<file path="src/rtl/dmem_store_buffer.sv">
// MEM-stage store buffer: stores retire into a FIFO and drain to a handshaked memory; loads block.
// Optional macro DMEM_STBUF_FWD_EN forwards loads that hit a buffered store.
module dmem_store_buffer #(
   parameter int DEPTH = 4
) (
   input  logic                   clk,
   input  logic                   rst,
   input  logic                   mem_read,
   input  logic                   mem_write,
   input  logic [31:0]            data_adr,
   input  logic [31:0]            data_out,
   output logic [31:0]            data_in,
   output logic                   mem_stall,
   output logic                   mreq,
   output logic                   mwe,
   output logic [31:0]            maddr,
   output logic [31:0]            mwdata,
   input  logic [31:0]            mrdata,
   input  logic                   mack,
   output logic [1:0]             state,
   output logic [$clog2(DEPTH):0] count
);

   localparam int AW = $clog2(DEPTH);

   typedef enum logic [1:0] {
      IDLE  = 2'd0,
      LOAD  = 2'd1,
      DRAIN = 2'd2
   } state_t;

   state_t        st;
   logic [29:0]   adr_q [DEPTH];
   logic [31:0]   dat_q [DEPTH];
   logic [AW-1:0] head;
   logic [AW-1:0] tail;
   logic [AW:0]   cnt;

   logic          is_store;
   logic          is_load;
   logic          full;
   logic          empty;
   logic          push;
   logic          pop;
   logic          hit;
   logic [31:0]   hit_data;
   logic          load_go;
   logic          load_done;
   logic          unused_bits;

   assign state       = st;
   assign count       = cnt;
   assign unused_bits = ^data_adr[1:0];

   // A simultaneous read and write is handled as a write.
   assign is_store = mem_write;
   assign is_load  = mem_read & ~mem_write;
   assign full     = (cnt == (AW+1)'(DEPTH));
   assign empty    = (cnt == '0);
   assign push     = is_store & ~full;
   assign pop      = (st == DRAIN) & mack;

`ifdef DMEM_STBUF_FWD_EN
   logic [AW-1:0] idx;

   // Walk oldest to youngest so the last match wins.
   always_comb begin
      hit      = 1'b0;
      hit_data = '0;
      idx      = '0;
      for (int i = 0; i < DEPTH; i++) begin
         idx = head + AW'(i);
         if (is_load && ((AW+1)'(i) < cnt) && (adr_q[idx] == data_adr[31:2])) begin
            hit      = 1'b1;
            hit_data = dat_q[idx];
         end
      end
   end

   assign load_go = is_load & ~hit;
`else
   assign hit      = 1'b0;
   assign hit_data = '0;
   // Loads wait for the buffer to empty, which also gives draining priority.
   assign load_go  = is_load & empty;
`endif

   assign load_done = is_load & (st == LOAD) & mack;
   assign data_in   = load_done ? mrdata : (hit ? hit_data : 32'h0);
   assign mem_stall = (is_store & full) | (is_load & ~hit & ~load_done);

   always_ff @(posedge clk) begin
      if (push) begin
         adr_q[tail] <= data_adr[31:2];
         dat_q[tail] <= data_out;
      end
   end

   always_ff @(posedge clk or negedge rst) begin
      if (!rst) begin
         head <= '0;
         tail <= '0;
         cnt  <= '0;
      end else begin
         if (push) tail <= tail + 1'b1;
         if (pop)  head <= head + 1'b1;
         case ({push, pop})
            2'b10:   cnt <= cnt + 1'b1;
            2'b01:   cnt <= cnt - 1'b1;
            default: cnt <= cnt;
         endcase
      end
   end

   // Memory handshake: mreq/mwe/maddr/mwdata are held from issue until the cycle
   // mack is seen; mack is a one-cycle pulse and is ignored while IDLE.
   always_ff @(posedge clk or negedge rst) begin
      if (!rst) begin
         st     <= IDLE;
         mreq   <= 1'b0;
         mwe    <= 1'b0;
         maddr  <= '0;
         mwdata <= '0;
      end else begin
         case (st)
            IDLE: begin
               if (load_go) begin
                  st    <= LOAD;
                  mreq  <= 1'b1;
                  mwe   <= 1'b0;
                  maddr <= {data_adr[31:2], 2'b00};
               end else if (!empty) begin
                  st     <= DRAIN;
                  mreq   <= 1'b1;
                  mwe    <= 1'b1;
                  maddr  <= {adr_q[head], 2'b00};
                  mwdata <= dat_q[head];
               end
            end
            LOAD, DRAIN: begin
               if (mack) begin
                  st   <= IDLE;
                  mreq <= 1'b0;
                  mwe  <= 1'b0;
               end
            end
            default: begin
               st   <= IDLE;
               mreq <= 1'b0;
               mwe  <= 1'b0;
            end
         endcase
      end
   end

endmodule
</file>
<file path="config.mk">
export PLATFORM = sky130hd
export DESIGN_NAME = dmem_store_buffer
export DESIGN_NICKNAME = d
export VERILOG_FILES = /design/src/rtl/dmem_store_buffer.sv
export SDC_FILE = /design/constraint.sdc
export NUM_CORES = 1
export LEC_CHECK = 0
export BUFFER_PORTS_ARGS = -buffer_cell sky130_fd_sc_hd__buf_2
export CAP_MARGIN = 40
export CELL_PAD_IN_SITES_DETAIL_PLACEMENT = 0
export CELL_PAD_IN_SITES_GLOBAL_PLACEMENT = 1
export CORE_ASPECT_RATIO = 0.9
export CORE_MARGIN = 10
export CORE_UTILIZATION = 51
export DETAILED_ROUTE_END_ITERATION = 8
export GPL_TIMING_DRIVEN = 0
export HOLD_SLACK_MARGIN = 0.1
export PLACE_DENSITY_LB_ADDON = 0.1
export SLEW_MARGIN = 15
export SYNTH_ARGS = -nofsm -noshare
export SYNTH_HDL_FRONTEND = slang
export SYNTH_SLANG_ARGS = --single-unit
</file>
<file path="constraint.sdc">
create_clock -name clk -period 7.4 [get_ports clk]
set_clock_uncertainty 0.05 [all_clocks]
set_input_delay 0.37 -clock clk [delete_from_list [all_inputs] [get_ports clk]]
set_output_delay 0.37 -clock clk [all_outputs]
set_load 0.005 [all_outputs]
</file>
==> Yosys cells after proc, flatten, opt, wreduce, memory -nomap -nowiden <==
Memories as Yosys holds them, arrays and structs flattened. A register that Yosys moved wholly into a read port is not among the register bits.
Index checks and enable logic that the tools add are counted.
{ "word_totals": {"reg_bits": 43, "latchBits": 0, "ram_bits": 248, "rom_bits": 0, "in_bits": 101, "output_inout_bits": 104, "wordCells": 59, "mem_count": 2} }
{ "memory_table": {"columns": ["name", "words", "word_bits", "rd", "rd_clocked_by_memory_dff", "wr", "line_no", "rtl"], "rows": [
  ["dat_q", 4, 32, 1, 1, 1, "34", "logic [31:0] dat_q [DEPTH];"],
  ["adr_q", 4, 30, 1, 0, 1, "33", "logic [29:0] adr_q [DEPTH];"]
]} }
{ "op_classes": {"add_sub_neg": 4, "mul": 0, "n_div": 0, "n_lt_le_gt_ge": 0, "n_eq_ne": 8, "n_shift": 0, "mux": 16, "bitwise_logic": 14, "n_reduce_logical": 8} }
{ "op_table": {"columns": ["operator", "count"], "rows": [
  ["2-to-1 mux 32 bit", 3],
  ["bitwise AND 1 bit", 8],
  ["2-to-1 mux 1 bit", 6],
  ["2-to-1 mux 2 bit", 3],
  ["one-hot mux 3 bit (2 select lines)", 1],
  ["NOT 1 bit", 5],
  ["adder 2 x 1 -> 2 bit (second input constant)", 2],
  ["== test 2 x 1 -> 1 bit (second input constant)", 2],
  ["== test 2 bit (second input constant)", 2],
  ["one-hot mux 1 bit (2 select lines)", 2],
  ["one-hot mux 2 bit (2 select lines)", 1],
  ["AND reduction 2 bit", 2],
  ["adder 3 x 1 -> 3 bit (second input constant)", 1],
  ["== test 3 bit (second input constant)", 1],
  ["zero test 3 bit", 1],
  ["!= test 3 bit (second input constant)", 1],
  ["AND reduction 3 bit", 1],
  ["subtractor 3 x 1 -> 3 bit (second input constant)", 1],
  ["zero test 2 bit", 1],
  ["!= test 2 x 1 -> 1 bit (second input constant)", 1],
  ["!= test 2 bit (second input constant)", 1],
  ["nonzero test 2 bit", 1],
  ["OR reduction 2 bit", 1],
  ["zero test 1 bit", 1],
  ["OR 1 bit", 1]
]} }

==> Logic depth before layout (Yosys ltp) <==
Gate-level depths: netlist of the first run.
{ "logic_depth": {"word_depth": 7, "depth_mapped": 9, "ltp_nobuf": 9} }

==> Worst setup path after synthesis of the first run <==
No wires, ideal clock.
{ "synth_timing": {"path_type": "reg2reg", "startpoint": "register cnt[0] (netlist: count[0])", "endpoint": "memory adr_q[0][0] (enable)", "setup_ps": 426, "arrival_time_ps": 2416, "slack_ps": 4507, "stages_incl_launch_ff": 4, "n_path_buf": 0, "path_cell_list": "dfrtp_1 > inv_1 > a31oi_2 > and2_1"} }
{ "synth_between": {"elab_chain_len": 5} }
{ "synth_lines": {"columns": ["element", "line_no", "rtl"], "rows": [
  ["start: declaration", "37", "logic [AW:0] cnt;"],
  ["start signal: assignment", "108", "2'b10: cnt <= cnt + 1'b1;"],
  ["start signal: assignment", "109", "2'b01: cnt <= cnt - 1'b1;"],
  ["start signal: assignment", "110", "default: cnt <= cnt;"],
  ["== test 3 bit", "58", "assign full = (cnt == (AW+1)'(DEPTH));"],
  ["NOT 1 bit", "60", "assign push = is_store & ~full;"],
  ["bitwise AND 1 bit", "60", null],
  ["2-to-1 mux 1 bit", "93", "if (push) begin"],
  ["2-to-1 mux 1 bit (implied by the code)", "94", "adr_q[tail] <= data_adr[31:2];"],
  ["end: declaration", "33", null]
]} }
Every way passes these cells.

==> results.md, run 1 <==
* Status: finished clean
* Global placement routability congestion at 0.720
* FP Rows at 54
* Synth async-reset ratio at 22.5%
* Pins Over Slew Limit at 0
* Max_slew headroom at 52.4%
* CTS root buffer: clkbuf_16
* Maxcap violations at 0
* CTS sink cnt at 320
* Layout Nets at 1,074
* Flops & latches, synth at 320
* Synth Area in Simple Gates at 4.74%
* Area delta synth->final at 25.1%
* Largest net degree at the start of global routing at 42
* Gr usage total at 18.3%
* Crit. End Element: output pin
* Minimum clock period at 2.87 ns
* Post-synth EDFFs at 248
* Setup tns final at 0 ns
* Via density at 5.39
* Period utilisation layout at 38.8%
* Worst Path Arrival at 2.45 ns
* Core area at 24,200 um^2
* PwrDens at 395 nW/um^2
* Primary FF master, synth: edfxtp_1
* Dpl hpwl at 18,000 um
* RSZ-0062 raised after global routing: no
* CP startpoint kind: flop
* R2R cell count at 4
* Final Setup Violations at 0
* I/O Buffers at 200
* Yosys Warn Count at 0
* Vias in the first global route at 7,786
* Critical Setup Path Class: reg2out
* Routed via count at 6,980
* Synth Instances at 662
* Skew-Pair Late Insertion Delay at 0.55 ns
* Setup crit end: data_in[8]
* Die area at 31,200 um^2
* Hold Crit Class: in2reg
* H-tree depth at 1
* Initial Util at 51.8%
* Main combinational cell family by area after synthesis: multiplexers
* Worst setup startpoint: mwe$_DFFE_PN0P_
* Max Freq at 348 MHz
* CP required at 6.98 ns
* R2r endpoint: dat_q[1][30]$_DFFE_PP_
* Least-Margin Pin Slew at 0.714 ns
* Lkg Pwr at 5.99 nW
* Multi-input logic area at 2870 um^2
* CTS tree: done
* Slowest stage delay, CP at 0.46 ns
* Iter 0 DRT Violations at 442
* Num ports at 205
* Seq/Total Area, Yosys at 73.8%
* First-pass GRT wire length at 44,400 um
* Detailed-route DRC error count at 0
* Die Width at 185 um
* Crit Path Max Fanout at 10
* Final cell count without fillers at 1,296
* DRT Pass-1 Iters at 4
* Internal reg-to-reg setup slack at 5.05 ns
* CTS resizes at 0
* Clock buffer depth at 3
* Share of cells above drive strength 1 at 39.3%
* Max stage delay cell, worst path: dfrtp_1
* VDD IR max at 0.191 mV
* XOR/XNOR share of the synthesized area at 0.419%
* Overall power at 6.19 mW
* Final Routed Wirelength at 28,200 um
* Netlist Area Pre-Place at 12,500 um^2
* Avg Cell Area, Syn at 18.9 um^2
* Area fraction in compound gates after synthesis at 2.52%
* Yosys cell types at 33
* Detail Route Antenna Nets at 0
* Num CTS Buffers at 31
* Multiplexer share of the synthesized area at 14.1%
* Cells after DPL at 1,176
* Synth Area in Adders at 0.959%
* Die Ht at 169 um
* CP Cell Sequence: inv_1 -> ha_1 -> nand2_1 -> nor2_1 -> clkbuf_1 -> and2_1 -> buf_2
* Initial antenna violation count at 2
* Final Hold Vio Count at 0
* Clock slew at reported path FFs at 0.06 ns
* Hold depth at 4
* Total grt overflow at 0
* FF/Latch Area at 9250 um^2
* WL per Instance at 21.8 um
* Fillers at 1,737
* FF-to-FF Start: count[0]$_DFFE_PN0P_
* Antenna fix cells at 0
-- cell usage after synthesis (2+ instances only) --
| cell type | count | share of area (%) |
|---|---|---|
| nand2_1 | 3 | 0.090 |
| buf_2 | 12 | 0.48 |
| mux2_2 | 33 | 3.0 |
| xor2_1 | 3 | 0.21 |
| nor2_1 | 34 | 1.0 |
| xnor2_1 | 3 | 0.21 |
| a21oi_1 | 4 | 0.16 |
| edfxtp_1 | 248 | 59 |
| nor4_1 | 30 | 1.5 |
| nand2b_1 | 2 | 0.10 |
| nor2b_1 | 2 | 0.10 |
| and2_1 | 37 | 1.8 |
| buf_6 | 13 | 1.2 |
| a211oi_1 | 30 | 1.8 |
| mux4_2 | 61 | 11 |
| inv_1 | 40 | 1.2 |
| ha_1 | 8 | 0.80 |
| clkbuf_1 | 11 | 0.33 |
| buf_4 | 3 | 0.18 |
| dfrtp_1 | 72 | 14 |
-- per-stage QoR --
| step | instance area [um^2] | util (%) | hold slack, ns | worst slack (ns) |
|---|---|---|---|---|
| detailed placement | 14000 | 58.0 | 0.340 | 5.01 |
| finish | 15700 | 64.8 | 0.164 | 4.53 |
| CTS | 15700 | 64.8 | 0.132 | 4.48 |
| global placement | 13900 | 57.6 | 0.432 | 3.04 |
| global route | 15700 | 64.8 | 0.172 | 4.37 |
| floorplan | 12500 | - | 0.0244 | 4.51 |
-- report_power, final --
part / internal (mW) / switching (mW)
sequential: 2.46 / 0.178
combinational: 0.981 / 1.05
clock: 0.861 / 0.662
total: 4.30 / 1.89
-- final cells by class --
cell class	instances	share of cell area (%)
buffer	40	1.75
clock buffer	34	5.15
clock inverter	23	1.24
inverter	40	0.958
multi-input combinational	263	18.3
sequential	320	59.0
tap	308	2.46
timing repair buffer	268	11.1
-- per-layer routing --
metal / GRT usage, % / wire [um]
met1: 23.6 / 11600
met3: 3.81 / 1590
met4: 4.48 / 524
met2: 31.0 / 14500
met5: 0 / 26
-- sequential cells by signal, indices dropped and copies added, names as in the netlist --
register  flops
dat_q       128
adr_q       120
mwdata       32
maddr        30
count         3
head          2
tail          2
mreq          1
mwe           1
state         1
-- worst min-delay path by stage --
| stage | from | endpoint |
|---|---|---|
| 4_1_cts | mem_write | state[0]$_DFFE_PN0P_ |
| 3_3_place_gp | mwdata[15]$_DFFE_PN0P_ | mwdata[15]$_DFFE_PN0P_ |
| 2_1_floorplan | rst | count[0]$_DFFE_PN0P_ |
| 3_5_place_dp | rst | mwdata[13]$_DFFE_PN0P_ |
| 5_1_grt | mack | mwe$_DFFE_PN0P_ |
| 6_report | mem_write | state[0]$_DFFE_PN0P_ |
-- layout by cell type (no fill, tap or decap), types with 3 or more instances in the layout --
| cell type | netlist | routed |
|---|---|---|
| edfxtp_1 | 248 | 248 |
| buf_2 | 12 | 211 |
| dfrtp_1 | 72 | 72 |
| dlygate4sd3_1 | 0 | 63 |
| mux4_2 | 61 | 61 |
| inv_1 | 40 | 40 |
| nor2_1 | 34 | 34 |
| and2_1 | 37 | 33 |
| mux2_2 | 33 | 33 |
| clkbuf_16 | 0 | 31 |
| nor4_1 | 30 | 30 |
| a211oi_1 | 30 | 30 |
| buf_6 | 13 | 13 |
| clkbuf_1 | 11 | 12 |
| clkinv_2 | 0 | 9 |
| ha_1 | 8 | 8 |
| clkinvlp_4 | 0 | 5 |
| and2_4 | 0 | 4 |
| a21oi_1 | 4 | 4 |
| buf_4 | 3 | 4 |
| clkinv_4 | 0 | 4 |
| buf_12 | 0 | 4 |
| nand2_1 | 3 | 3 |
| xor2_1 | 3 | 3 |
| xnor2_1 | 3 | 3 |
-- kinds of logic (layout without fill, tap and decap cells) --
family / count (synthesis) / in the layout
AO/OA/AOI/OAI: 41 / 41
XOR/XNOR: 6 / 6
adder cells (fa/ha/maj): 9 / 9
buffers and inverters: 80 / 405
flip-flops: 320 / 320
multiplexers: 95 / 95
other: 1 / 2
AND/OR/NAND/NOR: 110 / 110
-- repair_timing --
| action | CTS | global route |
|---|---|---|
| setup buffers | 0 | 0 |
| hold endpoints to repair | 279 | 0 |
| hold buffers | 63 | 0 |
-- worst max-delay path: cells and delay by family (launching register included) --
kind          cells  cell delay [ns]
simple gates      3             0.70
flops             1             0.46
buf+inv           3             0.59
fa+ha+maj         1             0.16
Power figures use the tool's default switching activity.
==> run 2: changes to the inputs <==
--- a/config.mk
+++ b/config.mk
@@ -5,13 +5,14 @@
 export SDC_FILE = /design/constraint.sdc
 export NUM_CORES = 1
 export LEC_CHECK = 0
+export ABC_AREA = 1
 export BUFFER_PORTS_ARGS = -buffer_cell sky130_fd_sc_hd__buf_2
 export CAP_MARGIN = 40
 export CELL_PAD_IN_SITES_DETAIL_PLACEMENT = 0
 export CELL_PAD_IN_SITES_GLOBAL_PLACEMENT = 1
 export CORE_ASPECT_RATIO = 0.9
 export CORE_MARGIN = 10
-export CORE_UTILIZATION = 51
+export CORE_UTILIZATION = 45
 export DETAILED_ROUTE_END_ITERATION = 8
 export GPL_TIMING_DRIVEN = 0
 export HOLD_SLACK_MARGIN = 0.1
==> constraint.sdc (replaced) <==
create_clock -name clk -period 3 [get_ports clk]
set_clock_uncertainty 0.05 [all_clocks]
set_input_delay 0.15 -clock clk [delete_from_list [all_inputs] [get_ports clk]]
set_output_delay 0.15 -clock clk [all_outputs]
set_load 0.005 [all_outputs]
==> results.md, run 2 <==
* Ranking of synthesized cells by area: edfxtp_1 56%, dfrtp_1 14%, nand2_1 11%, inv_1 4.1%, nand3_1 3.5%
* Via density at 4.78
* Clock buffer depth at 3
* PwrDens at 994 nW/um^2
* CP required at 2.80 ns
* Iter 0 DRT Violations at 636
* Period utilisation layout at 82.3%
* XOR/XNOR share of the synthesized area at 0.264%
* Maxcap violations at 0
* Detail Route Antenna Nets at 0
* Most frequent cells in the layout: 383 x nand2_1, 248 x edfxtp_1, 235 x buf_2, 144 x inv_1, 101 x nor2_1
* WL per Instance at 17.5 um
* Yosys cell types at 25
* Combinational cell fraction of total power at 36.1%
* Total length of routed met3 wires at 1980 um
* Pre-CTS setup slack at 0.626 ns
* Global placement routability congestion at 0.735
* Internal reg-to-reg setup slack at 0.60 ns
* Fillers at 2,483
* FF-to-FF Start: count[1]$_DFFE_PN0P_
* H-tree depth at 2
* Initial Util at 45.8%
* Minimum clock period at 2.47 ns
* Flops & latches, synth at 320
* Slowest stage delay, CP at 0.46 ns
* Switching portion of total power at 35.4%
* Hold Crit Class: in2async
* Detailed-route DRC error count at 0
* I/O Buffers at 200
* Area leader, netlist: edfxtp_1
* Die Width at 201 um
* CTS sink cnt at 320
* Internal power at 10.9 mW
* Most flops, register: dat_q
* Core Util, Final at 58.6%
* CTS root buffer: clkbuf_16
* R2R cell count at 9
* Worst setup startpoint: mwe$_DFFE_PN0P_
* Max stage delay cell, worst path: dfrtp_1
* Area delta synth->final at 28.0%
* Primary FF master, synth: edfxtp_1
* Top Registers: dat_q (128), adr_q (120), mwdata (32)
* Synth Area in Adders at 0.904%
* Largest net degree at the start of global routing at 48
* CP startpoint kind: flop
* Pins Over Slew Limit at 0
* Synth async-reset ratio at 22.5%
* DRT Pass-1 Iters at 5
* Area fraction in compound gates after synthesis at 4.52%
* Skew-Pair Late Insertion Delay at 0.52 ns
* Gr usage total at 18.7%
* CTS resizes at 0
* Crit path depth at 8
* Die Ht at 183 um
* Status: finished clean
* RSZ-0062 raised after global routing: no
* CTS tree: done
* Commonest non-fill, non-tap cell in the layout: nand2_1
* Num CTS Buffers at 36
* Flop pwr share at 38.0%
* Met1 WL at 16,000 um
* Final Setup Violations at 0
* Max Freq at 405 MHz
* Die area at 36,800 um^2
* Sw power at 5.98 mW
* WP buf/inv at 4
* Synth Area in Simple Gates at 17.4%
* Post-CTS Setup Bufs at 0
* Max_slew headroom at 54.5%
* Seq/Total Area, Yosys at 69.6%
* Post-synth EDFFs at 248
* Multiplexer share of the synthesized area at 0%
* First-pass GRT wire length at 54,200 um
* Share of the synthesized area in the top cell type at 56.0%
* Part of the power in the clock network at 25.9%
* VDD IR max at 0.592 mV
* Least-Margin Pin Slew at 0.681 ns
* Delay-heaviest family, CP: buffers and inverters
* Met2 routed WL at 15,900 um
* Clock slew at reported path FFs at 0.06 ns
* Final Routed Wirelength at 34,500 um
* Yosys Warn Count at 0
* Layout Nets at 1,660
* FP Rows at 59
* Routed via count at 9,436
* Avg Cell Area, Syn at 10.8 um^2
* Max reg flops at 128
* Main combinational cell family by area after synthesis: simple AND/OR/NAND/NOR gates
* Vias in the first global route at 9,522
* Top routing layer in use: met4
* Final Hold Vio Count at 0
* R2r endpoint: count[2]$_DFFE_PN0P_
* CP Cell Sequence: inv_1 -> ha_1 -> nand2_1 -> nor2_1 -> inv_1 -> buf_2 -> nor2_1 -> buf_2
* Dpl hpwl at 23,000 um
* Synth cell count leaders: 383 x nand2_1, 248 x edfxtp_1, 144 x inv_1
* Crit. End Element: output pin
* Lkg Pwr at 7.62 nW
* Netlist Area Pre-Place at 13,300 um^2
* Most numerous cell in the Yosys netlist: nand2_1
* Critical Setup Path Class: reg2out
* Num ports at 205
* Initial antenna violation count at 1
* Crit Path Max Fanout at 10
* Core area at 29,000 um^2
* Synth Instances at 1,233
* Crit path setup slack, layout at 0.532 ns
* Total grt overflow at 0
* Worst Path Arrival at 2.27 ns
* Share of cells above drive strength 1 at 20.9%
[run 2: cell types whose count changed after synthesis, sizes merged, moves of 32 or more]
cell / previous run / this run
and2: 37 / 0
nor2: 34 / 107
o211ai: 0 / 32
nand3: 0 / 92
inv: 40 / 146
mux2: 33 / 0
nand2: 3 / 383
mux4: 62 / 0
o21ai: 2 / 67
[run 2: metrics by stage]
step	instances	setup TNS (ns)	area [um^2]	hold slack [ns]	power (mW)
2_1_floorplan	1234	-216.21	13300	-0.196	10.2
3_3_place_gp	1830	-815.90	14800	0.314	12.4
3_5_place_dp	1843	0	15200	0.0660	12.7
4_1_cts	1972	0	17000	0.101	17.2
5_1_grt	1972	0	17000	0.123	18.1
6_report	1973	0	17000	0.105	16.9
[run 2: routing by layer]
metal  vias to the layer above  global-route usage (%)
li1                       4669                       -
met1                      4481                    25.2
met5                         -                       0
met2                       239                    30.1
met3                        47                    3.79
met4                         0                    5.21
[run 2: cell families (layout without fill, tap and decap cells)]
logic type | after synthesis | after routing
other cells | 1 | 3
flops | 320 | 320
buf+inv | 213 | 555
simple gates | 583 | 583
fa+ha+maj | 9 | 9
compound gates | 103 | 103
xor+xnor | 4 | 4
[run 2: how the worst max path moves through the flow]
stage | endpoint | slack [ns]
after floorplan | adr_q[0][0]$_DFFE_PP_ | -0.87
after global placement | adr_q[3][16]$_DFFE_PP_ | -3.41
after detailed placement | adr_q[1][4]$_DFFE_PP_ | 0.63
after CTS | data_in[14] | 0.48
after global routing | data_in[14] | 0.37
final | data_in[14] | 0.53
[run 2: worst reg2reg max path, delay by kind of cell (launching register included)]
kind                       cells  cell delay, ns
AOI/OAI and AO/OA              2            0.27
xor gates and xnor gates       1            0.16
adders and majority gates      2            0.61
buffers and inverters          1            0.06
DFF                            1            0.43
and+or+nand+nor                3            0.69
[run 2: final cells by class]
type / instances / area [um^2] / share of cell area (%)
Buffer: 67 / 417 / 2.45
Antenna cell: 1 / 2.50 / 0.0147
Clock inverter: 11 / 133 / 0.780
Inverter: 146 / 548 / 3.22
Timing Repair Buffer: 278 / 2010 / 11.8
Multi-Input combinational cell: 701 / 3110 / 18.3
Clock buffer: 53 / 1050 / 6.15
Sequential cell: 320 / 9250 / 54.4
Tap cell: 396 / 495 / 2.91
[run 2: power by group through the flow]
stage	sequential (mW)	clock (mW)	combinational [mW]
final	6.43	4.37	6.09
after detailed placement	6.52	0	6.13
after global placement	6.63	0	5.75
after CTS	6.45	4.48	6.23
after floorplan	6.58	0	3.60
after global routing	6.54	4.65	6.92
[run 2: what timing repair did]
action | 4_1_cts | 5_1_grt
setup endpoints to repair | 0 | 0
hold buffers | 65 | 0
hold endpoints to repair | 355 | 0
==> run 3: changes to the inputs <==
--- a/config.mk
+++ b/config.mk
@@ -5,14 +5,14 @@
 export SDC_FILE = /design/constraint.sdc
 export NUM_CORES = 1
 export LEC_CHECK = 0
-export ABC_AREA = 1
+export ABC_AREA = 0
 export BUFFER_PORTS_ARGS = -buffer_cell sky130_fd_sc_hd__buf_2
 export CAP_MARGIN = 40
 export CELL_PAD_IN_SITES_DETAIL_PLACEMENT = 0
 export CELL_PAD_IN_SITES_GLOBAL_PLACEMENT = 1
 export CORE_ASPECT_RATIO = 0.9
 export CORE_MARGIN = 10
-export CORE_UTILIZATION = 45
+export CORE_UTILIZATION = 48
 export DETAILED_ROUTE_END_ITERATION = 8
 export GPL_TIMING_DRIVEN = 0
 export HOLD_SLACK_MARGIN = 0.1
==> constraint.sdc (replaced) <==
create_clock -name clk -period 2.35 [get_ports clk]
set_clock_uncertainty 0.05 [all_clocks]
set_input_delay 0.1175 -clock clk [delete_from_list [all_inputs] [get_ports clk]]
set_output_delay 0.1175 -clock clk [all_outputs]
set_load 0.005 [all_outputs]
==> results.md, run 3 (synthesized netlist as in run 1, its figures left out) <==
* Period utilisation layout at 95.0%
* First-pass GRT wire length at 46,000 um
* Minimum clock period at 2.23 ns
* Most frequent cells in the layout: 248 x edfxtp_1, 212 x buf_2, 71 x dfrtp_1, 66 x dlygate4sd3_1, 61 x mux4_2
* Detailed-route DRC error count at 0
* R2r endpoint: adr_q[2][27]$_DFFE_PP_
* Initial antenna violation count at 1
* Status: finished clean
* Skew-Pair Late Insertion Delay at 0.50 ns
* Fillers at 1,915
* Core Util, Final at 61.8%
* Gr usage total at 18.0%
* Num ports at 205
* Critical Setup Path Class: reg2out
* Die area at 33,000 um^2
* CTS sink cnt at 320
* Crit. End Element: output pin
* Num CTS Buffers at 34
* I/O Buffers at 200
* Layout Nets at 1,080
* Max_slew headroom at 49.9%
* Hold Crit Class: in2async
* DRT Pass-1 Iters at 5
* Lkg Pwr at 6.12 nW
* Pins Over Slew Limit at 0
* Final Routed Wirelength at 29,400 um
* Overall power at 20.3 mW
* PwrDens at 1270 nW/um^2
* Routed via count at 7,096
* Vias in the first global route at 7,923
* Worst Path Arrival at 2.07 ns
* Global placement routability congestion at 0.746
* Final Hold Vio Count at 0
* Clock buffer depth at 3
* Internal reg-to-reg setup slack at 0.20 ns
* Die Ht at 173 um
* RSZ-0062 raised after global routing: no
* Dpl hpwl at 19,000 um
* WL per Instance at 21.9 um
* Total grt overflow at 0
* Detail Route Antenna Nets at 0
* Core area at 25,900 um^2
* Crit Path Max Fanout at 10
* Cells after DPL at 1,216
* Share of cells above drive strength 1 at 39.3%
* CTS root buffer: clkbuf_16
* Iter 0 DRT Violations at 402
* Least-Margin Pin Slew at 0.752 ns
* CTS tree: done
* Clock slew at reported path FFs at 0.06 ns
* Max Freq at 448 MHz
* Max reg flops at 128
* Final cell count without fillers at 1,344
* Area delta synth->final at 27.4%
* CP startpoint kind: flop
* FF-to-FF Start: count[1]$_DFFE_PN0P_
* Largest net degree at the start of global routing at 39
* Worst hold slack at 0.115 ns
* Initial Util at 48.5%
* Most flops, register: dat_q
* Commonest non-fill, non-tap cell in the layout: edfxtp_1
* VDD IR max at 0.643 mV
* H-tree depth at 2
* Die Width at 190 um
* Top Registers: dat_q (128), adr_q (120), mwdata (32)
* Final Setup Violations at 0
* Maxcap violations at 0
* CP required at 2.18 ns
* R2R cell count at 4
* Via density at 5.28
* FP Rows at 56
run 3: how the worst max path moves through the flow:
stage | startpoint | end | slack (ns) | depth (start not counted)
CTS | mwe$_DFFE_PN0P_ | data_in[29] | -0.07 | 7
global route | mwe$_DFFE_PN0P_ | data_in[16] | 0.003 | 7
global placement | count[0]$_DFFE_PN0P_ | dat_q[3][22]$_DFFE_PP_ | -0.71 | 3
finish | mwe$_DFFE_PN0P_ | data_in[29] | 0.12 | 7
detailed placement | count[0]$_DFFE_PN0P_ | dat_q[2][8]$_DFFE_PP_ | -0.009 | 4
floorplan | count[0]$_DFFE_PN0P_ | adr_q[0][0]$_DFFE_PP_ | 0.12 | 3
run 3: report_power, final:
part	switching, mW	internal (mW)	total (mW)
logic	3.39	3.12	6.51
registers	0.574	7.74	8.31
clock network	2.05	3.43	5.49
total	6.02	14.3	20.3
run 3: final cells by class:
cell class                      instances  area [um^2]  share of cell area, %
Sequential cell                       320         9250                   57.9
Antenna cell                            1         2.50                 0.0157
Multi-Input combinational cell        263         2890                   18.1
Tap cell                              348          435                   2.73
Buffer                                 40          278                   1.74
Clock buffer                           45          963                   6.03
Inverter                               40          150                  0.940
Timing Repair Buffer                  271         1790                   11.2
Clock inverter                         16          206                   1.29
run 3: metrics by stage:
| step | area, um^2 | TNS, ns | worst slack [ns] |
|---|---|---|---|
| 2_1_floorplan | 12500 | 0 | 0.121 |
| 3_3_place_gp | 14000 | -173.28 | -0.710 |
| 3_5_place_dp | 14100 | -0.238 | -0.00896 |
| 4_1_cts | 16000 | -0.998 | -0.0728 |
| 5_1_grt | 16000 | 0 | 0.00290 |
| 6_report | 16000 | 0 | 0.117 |
run 3: what timing repair did:
action | 4_1_cts | 5_1_grt
pin swaps | 0 | 1
buffers inserted | 0 | 0
hold buffers | 66 | 0
endpoints found under the hold margin | 357 | 0
endpoints found under the setup margin | 99 | 121
gates resized for setup | 2 | 9
cloned | 0 | 0
run 3: metal layers:
metal | vias up | track usage, % | routed length (um)
met5 | - | 0 | 0
met4 | 0 | 3.90 | 414
met3 | 38 | 5.17 | 2050
met2 | 222 | 29.7 | 14600
met1 | 3644 | 23.0 | 12300
li1 | 3192 | - | -
run 3: worst max-delay path, cell delays in order, from the launching register on:
cell and delay (ns):
dfrtp_1 0.45, inv_1 0.14, ha_1 0.17, nand2_1 0.12, nor2_4 0.20, clkbuf_2 0.21
and2_1 0.14, buf_2 0.13
